<file path="config.mk">
export PLATFORM = sky130hd
export DESIGN_NAME = ram_arb
export DESIGN_NICKNAME = d
export VERILOG_FILES = /design/src/rtl/ram_arb.sv
export SDC_FILE = /design/constraint.sdc
export NUM_CORES = 1
export LEC_CHECK = 0
export BUFFER_PORTS_ARGS = -buffer_cell sky130_fd_sc_hd__buf_2
export CORE_MARGIN = 2
export CORE_UTILIZATION = 43
export CTS_CLUSTER_SIZE = 10
export DETAILED_ROUTE_END_ITERATION = 8
export PLACE_DENSITY = 0.78
export SLEW_MARGIN = 20
export SYNTH_ARGS = -nofsm -noshare
export SYNTH_HDL_FRONTEND = slang
export SYNTH_SLANG_ARGS = --single-unit
</file>
<file path="constraint.sdc">
create_clock -name clk -period 1.8 [get_ports clk]
set_input_delay 0.36 -clock clk [delete_from_list [all_inputs] [get_ports clk]]
set_output_delay 0.36 -clock clk [all_outputs]
set_load 0.005 [all_outputs]
</file>
<file path="src/rtl/ram_arb.sv">
// rtl/ram_arb.sv - two-requester round-robin scheduler for the dual-port ram block
// Optional build macro RAM_ARB_FIXED_PRIO_EN: requester 0 always wins ties, no rr pointer.
module ram_arb #(
  parameter int DATA_BITWIDTH = 8,
  parameter int ADDR_BITWIDTH = 8
) (
  input  logic                     clk,
  input  logic                     rst_n,
  input  logic                     req0_valid,
  input  logic                     req0_write,
  input  logic [ADDR_BITWIDTH-1:0] req0_addr,
  input  logic [DATA_BITWIDTH-1:0] req0_wdata,
  output logic                     req0_ready,
  output logic                     rsp0_valid,
  output logic [DATA_BITWIDTH-1:0] rsp0_rdata,
  input  logic                     req1_valid,
  input  logic                     req1_write,
  input  logic [ADDR_BITWIDTH-1:0] req1_addr,
  input  logic [DATA_BITWIDTH-1:0] req1_wdata,
  output logic                     req1_ready,
  output logic                     rsp1_valid,
  output logic [DATA_BITWIDTH-1:0] rsp1_rdata,
  output logic [ADDR_BITWIDTH-1:0] ram_addr_wr,
  output logic [DATA_BITWIDTH-1:0] ram_data_wr,
  output logic                     ram_wr,
  output logic [ADDR_BITWIDTH-1:0] ram_addr_rd,
  input  logic [DATA_BITWIDTH-1:0] ram_data_rd
);

  typedef enum logic [1:0] {IDLE, WR_SETUP, WR_PULSE, RD} state_t;

  state_t                     state;
  logic                       rd_sel;
  logic                       gnt0;
  logic                       gnt1;
  logic                       acc_write;
  logic [ADDR_BITWIDTH-1:0]   acc_addr;
  logic [DATA_BITWIDTH-1:0]   acc_wdata;

`ifndef RAM_ARB_FIXED_PRIO_EN
  // rr = requester that wins the next tie
  logic rr;
`endif

  // Grant decision: only in IDLE, and never while reset is asserted
  always_comb begin
    gnt0 = 1'b0;
    gnt1 = 1'b0;
    if (state == IDLE && rst_n) begin
`ifdef RAM_ARB_FIXED_PRIO_EN
      gnt0 = req0_valid;
      gnt1 = req1_valid & ~req0_valid;
`else
      gnt0 = req0_valid & ~(req1_valid & rr);
      gnt1 = req1_valid & ~(req0_valid & ~rr);
`endif
    end
  end

  assign req0_ready = gnt0;
  assign req1_ready = gnt1;

  // Fields of the granted request; sampled only on the accept cycle
  always_comb begin
    acc_write = gnt1 ? req1_write : req0_write;
    acc_addr  = gnt1 ? req1_addr  : req0_addr;
    acc_wdata = gnt1 ? req1_wdata : req0_wdata;
  end

  // Main sequencer: accept, write setup/pulse, read capture; all outputs registered
  always_ff @(posedge clk or negedge rst_n) begin
    if (!rst_n) begin
      state       <= IDLE;
      rd_sel      <= 1'b0;
`ifndef RAM_ARB_FIXED_PRIO_EN
      rr          <= 1'b0;
`endif
      ram_wr      <= 1'b0;
      ram_addr_wr <= '0;
      ram_data_wr <= '0;
      ram_addr_rd <= '0;
      rsp0_valid  <= 1'b0;
      rsp1_valid  <= 1'b0;
      rsp0_rdata  <= '0;
      rsp1_rdata  <= '0;
    end else begin
      rsp0_valid <= 1'b0;
      rsp1_valid <= 1'b0;
      case (state)
        IDLE: begin
          if (gnt0 || gnt1) begin
`ifndef RAM_ARB_FIXED_PRIO_EN
            rr <= ~gnt1;
`endif
            if (acc_write) begin
              ram_addr_wr <= acc_addr;
              ram_data_wr <= acc_wdata;
              state       <= WR_SETUP;
            end else begin
              ram_addr_rd <= acc_addr;
              rd_sel      <= gnt1;
              state       <= RD;
            end
          end
        end
        WR_SETUP: begin
          // address/data have been stable for a full cycle; raise the strobe
          ram_wr <= 1'b1;
          state  <= WR_PULSE;
        end
        WR_PULSE: begin
          ram_wr <= 1'b0;
          state  <= IDLE;
        end
        RD: begin
          if (rd_sel) begin
            rsp1_rdata <= ram_data_rd;
            rsp1_valid <= 1'b1;
          end else begin
            rsp0_rdata <= ram_data_rd;
            rsp0_valid <= 1'b1;
          end
          state <= IDLE;
        end
        default: state <= IDLE;
      endcase
    end
  end

endmodule

</file>
* After elaboration in Yosys (flattened, before gate mapping)
Index checks and enable logic that the tools add are counted.
** Storage, ports and cells
- Register bits after elaboration :: 47
- Word-level logic and storage cells :: 48
- Output and inout bits :: 45
- Bits of input ports :: 46
** Operators by class
- Eq/ne operators :: 4
- Bitwise logic cells :: 10
- Mux-type cells :: 13
- Reductions and logical operators :: 10
** Operators by type and width (number)
- 8-bit two-way mux :: 2
- 1-bit two-way mux :: 7
- 1-bit NOT :: 6
- 2-bit case mux with 3 select lines :: 1
- 2-bit AND reduction :: 3
- 3-bit AND reduction :: 2
- 1-bit bitwise AND :: 4
- 2-bit == test (second input constant) :: 2
- 2-bit two-way mux :: 2
- 2-bit by 1-bit == test with 1-bit output (second input constant) :: 1
- 2-bit logical NOT :: 1
- 2-bit by 1-bit != test with 1-bit output (second input constant) :: 1
- 1-bit case mux with 2 select lines :: 1
- 2-bit nonzero test :: 1
- 2-bit OR reduction :: 1
- 1-bit logical AND :: 1
- 1-bit logical OR :: 1

* Depth between registers and ports, before layout
- Depth after elaboration :: 9
- Mapped depth :: 9
- Gate-level depth less buffers :: 5

* Worst setup path after synthesis
Ideal clock, no wire load.
- Path type :: reg-to-reg
- Start point :: register state[0]
- End point :: register ram_addr_wr[7]
- Period minus slack after synthesis :: 1.881 ns
- Path buffers :: 4
- Cell stages (with the launch flop) :: 10
- Data arrival time :: 1.786 ns
- Path slack :: -0.081 ns
- Required time :: 1.704 ns
- Setup time :: 0.096 ns
- Cell sequence :: dfrtp_1 -> inv_1 -> ha_1 -> buf_4 -> a21bo_1 -> buf_6 -> or2_1 -> buf_6 -> buf_8 -> a311oi_2
** On the way
- Cells in the longest elaborated chain, start to end :: 5
- Elaborated cells between the ends (all ways) :: 8
- Those cells by class :: 4 x mux; 4 x reduce/logical
** RTL lines
- start, declared :: line 32 : state_t state;
- start signal, assigned :: line 73 : state <= IDLE;
- start signal, assigned :: line 98 : state <= WR_SETUP;
- start signal, assigned :: line 102 : state <= RD;
- 2-bit logical NOT (*) :: line 49, 89
- 1-bit logical AND :: line 49 : if (state == IDLE && rst_n) begin
- 1-bit two-way mux :: line 49
- 1-bit two-way mux or 1-bit logical OR (tied branches) :: line 65, 91
- 3-bit AND reduction (no line)
- end signal, assigned :: line 96 : ram_addr_wr <= acc_addr;
- end, declared :: line 23 : output logic [ADDR_BITWIDTH-1:0] ram_addr_wr,
Every way passes the cells marked *; elsewhere a longest branch is shown, timed or not.
A chain may end at the register's enable or synchronous reset.

* Worst setup path after layout
- Start point :: register state[0]
- End point :: output req1_ready
** On the way
- Cells in the longest elaborated chain, start to end :: 3
** RTL lines
- 2-bit logical NOT :: line 49
- 1-bit logical AND :: line 49
- 1-bit two-way mux :: line 49
- end, declared :: line 20 : output logic req1_ready,
No other way between the ends.

==> flow_metrics.tcl <==
set metrics [dict create \
    status "completed" \
    netlist_instances 209 \
    route.final.wire_length_um 5886 \
    finalSetupViolCount 0 \
    relSlewSlack 0.6743 \
    critical_path_class "flip-flop to primary output" \
    vdd_drop_max_uv 609.7 \
    period_share 0.9618 \
    ys_seq_area_frac 0.5128 \
    cts_tree "built" \
    dp_cells 367 \
    fin_util 0.5988 \
    clkTransAtPathRegs_ns 0.08 \
    fmax_ghz 0.5776 \
    diodes 0 \
    setup_ws_ns 0.06881 \
    antenna_found_initial 0 \
    grt_first_pass_wirelength_um 9397 \
    port_buffers 90 \
    fin_crit_ns 1.731 \
    synth_cell_types 28 \
    ys_top_cells_by_area "dfrtp_1, nor3_1, mux2_2" \
    grt_pass1_vias 1936 \
    synth_nets 259 \
    cts_sinks 47 \
    cts_buffers 5 \
    p_leak_nw 1.515 \
    placed_cell_area_mm2 0.002887 \
    fin_worst_skew_ns 0.003313 \
    cts_root_buffer "clkbuf_8" \
    fillers 464 \
    critPathLaunchType "flip-flop" \
    ys_warn_count 0 \
    crit_chain "inv_2 > ha_4 > buf_4 > and4b_1 > buf_2" \
    drt_pass1_iterations 4 \
    cp-end-kind "primary output" \
    critPathMaxFanout 6 \
    viasPerCell 5.227 \
    gp_congestion 0.7679 \
    grt_start_max_net_pins 29 \
    coreArea_mm2 0.005140 \
    synth.ff_latch_count 47 \
    num_io_pins 91 \
    max-cap-violations 0 \
    finish.instance_area_mm2 0.003078 \
    grt_use_total 0.1995 \
    yosysTopAreaCell "dfrtp_1" \
    slowest_delay_ns 0.41 \
    overflow 0 \
    nets 362 \
    ant_nets 0 \
    hold_path.class "input port to async pin" \
    clk_latency_ns 0.30 \
    cp.required_ns 1.44 \
    rows 26 \
    crit_slowest_cell "dfrtp_1" \
    yosysTopAreaCellShare 0.5128 \
    initial_core_util 0.4462 \
    dieHeight_um 77.03 \
    postSynthAreaPerCell_um2 10.97 \
    cts_max_path_buffers 2 \
    route.detailed.drc 0 \
    drtIter0Drc 107 \
    instances_no_fill 383 \
    hold_viol_final 0 \
    tightest_slew_ns 0.4864 \
    final-max-slew-violation-count 0 \
    h-tree-depth 2 \
    p_per_area_mw_per_mm2 1441 \
    design.die.area_mm2 0.005934 \
    place_ws_ns -0.05311 \
    syn-cell-area_mm2 0.002293 \
    dp_hpwl_um 4306 \
    fin_setup_tns_ns 0 \
    dr_total_vias 2002 \
    post_drt_wl_per_cell_um 15.37 \
    crit_arrival_ns 1.37 \
    drive_above_1_share 0.5016 \
    die_w_um 77.03 \
    syn2layout_area_growth_pct 34.21 \
]
==> synth_stat cells (all sizes together) <==
cell and n:
nand2 2, a21boi 2, nor3 48, a32o 1, mux2i 1, nor2b 2, nand3 3, mux2 16
o2111ai 1, nor2 1, o21ai 1, a21bo 1, buf 7, clkbuf 10, or2 4, dfrtp 47
and4b 1, a311oi 24, ha 4, nand3b 1, inv 30, nand4 1, nand4b 1
==> power by group <==
part | total, W | switching (W) | internal [W] | leakage [nW]
Sequential | 0.00181 | 0.000264 | 0.00154 | 0.537
Combinational | 0.00197 | 0.000907 | 0.00106 | 0.930
Clock | 0.000664 | 0.000349 | 0.000315 | 0.0484
Total | 0.00444 | 0.00152 | 0.00292 | 1.52
==> stage by stage <==
step / total power (W) / hold slack, ns
global route: 0.004761 / 0.1519
finish: 0.004437 / 0.1214
global placement: 0.003596 / 0.2143
CTS: 0.004371 / 0.1173
detailed placement: 0.003659 / 0.2190
floorplan: 0.002840 / 0.06441
==> cells by family (layout without fill, tap and decap cells) <==
group | after synthesis | in the layout | share of synthesized area
AOI/OAI and AO/OA | 30 | 31 | 0.1402
adders and majority gates | 4 | 4 | 0.02182
buffers and inverters | 47 | 150 | 0.09274
DFF | 47 | 47 | 0.5128
muxes | 17 | 17 | 0.08292
and+or+nand+nor | 64 | 64 | 0.1495
==> state kept, by name, indices dropped and copies added, names as in the netlist <==
name	flops
ram_addr_rd	8
ram_addr_wr	8
ram_data_wr	8
ram_wr	1
rd_sel	1
rr	1
rsp0_rdata	8
rsp0_valid	1
rsp1_rdata	8
rsp1_valid	1
state	2
==> timing repair <==
item | 4_1_cts | 5_1_grt
cloned | 0 | 1
hold buffers | 1 | 0
gates resized for setup | 5 | 6
pin swaps | 1 | 1
setup buffers | 4 | 3
endpoints found under the setup margin | 19 | 19
hold endpoints to repair | 1 | 0
==> worst max-delay path, delay by kind of cell (launching register included) <==
kind	cells	cell delay, ns
and+or+nand+nor	1	0.18
DFF	1	0.41
buffers and inverters	3	0.33
adders and majority gates	1	0.15
==> cells in the final DEF (no fill, tap or decap), types with 2 or more instances in the layout <==
master	synthesis	routed
dfrtp_1	47	47
a311oi_2	10	12
or2_1	3	2
or2_4	0	2
nand2_1	2	2
mux2_2	16	16
a21boi_0	2	2
inv_1	30	28
ha_1	4	3
buf_4	2	19
clkbuf_8	0	6
inv_2	0	2
nor3_1	48	48
buf_2	2	90
a311oi_1	14	12
buf_12	0	2
nand3_1	3	3
==> area by class of cell <==
cell class | instances | area (um^2) | share of cell area
clock buffers | 7 | 86.33 | 0.02805
clock inverters | 1 | 8.758 | 0.002846
inverters | 30 | 112.6 | 0.03659
multi-input cells | 116 | 963.4 | 0.3130
flip-flops and latches | 47 | 1176 | 0.3821
well taps | 70 | 87.58 | 0.02846
repair buffers | 112 | 643.1 | 0.2089
==> layer usage <==
metal  global-route usage  vias to the layer above  wire [um]
met3              0.04353                        7        382
li1                     -                      960          -
met1               0.2730                      955       2597
met4              0.05893                        0         70
met2               0.3202                       80       2835
met5                    0                        -          0
==> worst paths after layout <==
kind	start	endpoint	slack [ns]	cells after the start
max	state[0]$_DFFE_PN0P_	req1_ready	0.07	5
min reg2reg	rsp0_rdata[4]$_DFFE_PN0P_	rsp0_rdata[4]$_DFFE_PN0P_	0.51	1
min	rst_n	ram_addr_wr[2]$_DFFE_PN0P_	0.12	2
min in group clk	ram_data_rd[0]	rsp1_rdata[0]$_DFFE_PN0P_	0.30	2
max reg2reg	state[0]$_DFFE_PN0P_	ram_addr_rd[7]$_DFFE_PN0P_	0.09	5
max in group asynchronous	rst_n	rr$_DFFE_PN0P_	1.18	2
Note: power is estimated with default switching activity, not from simulation.
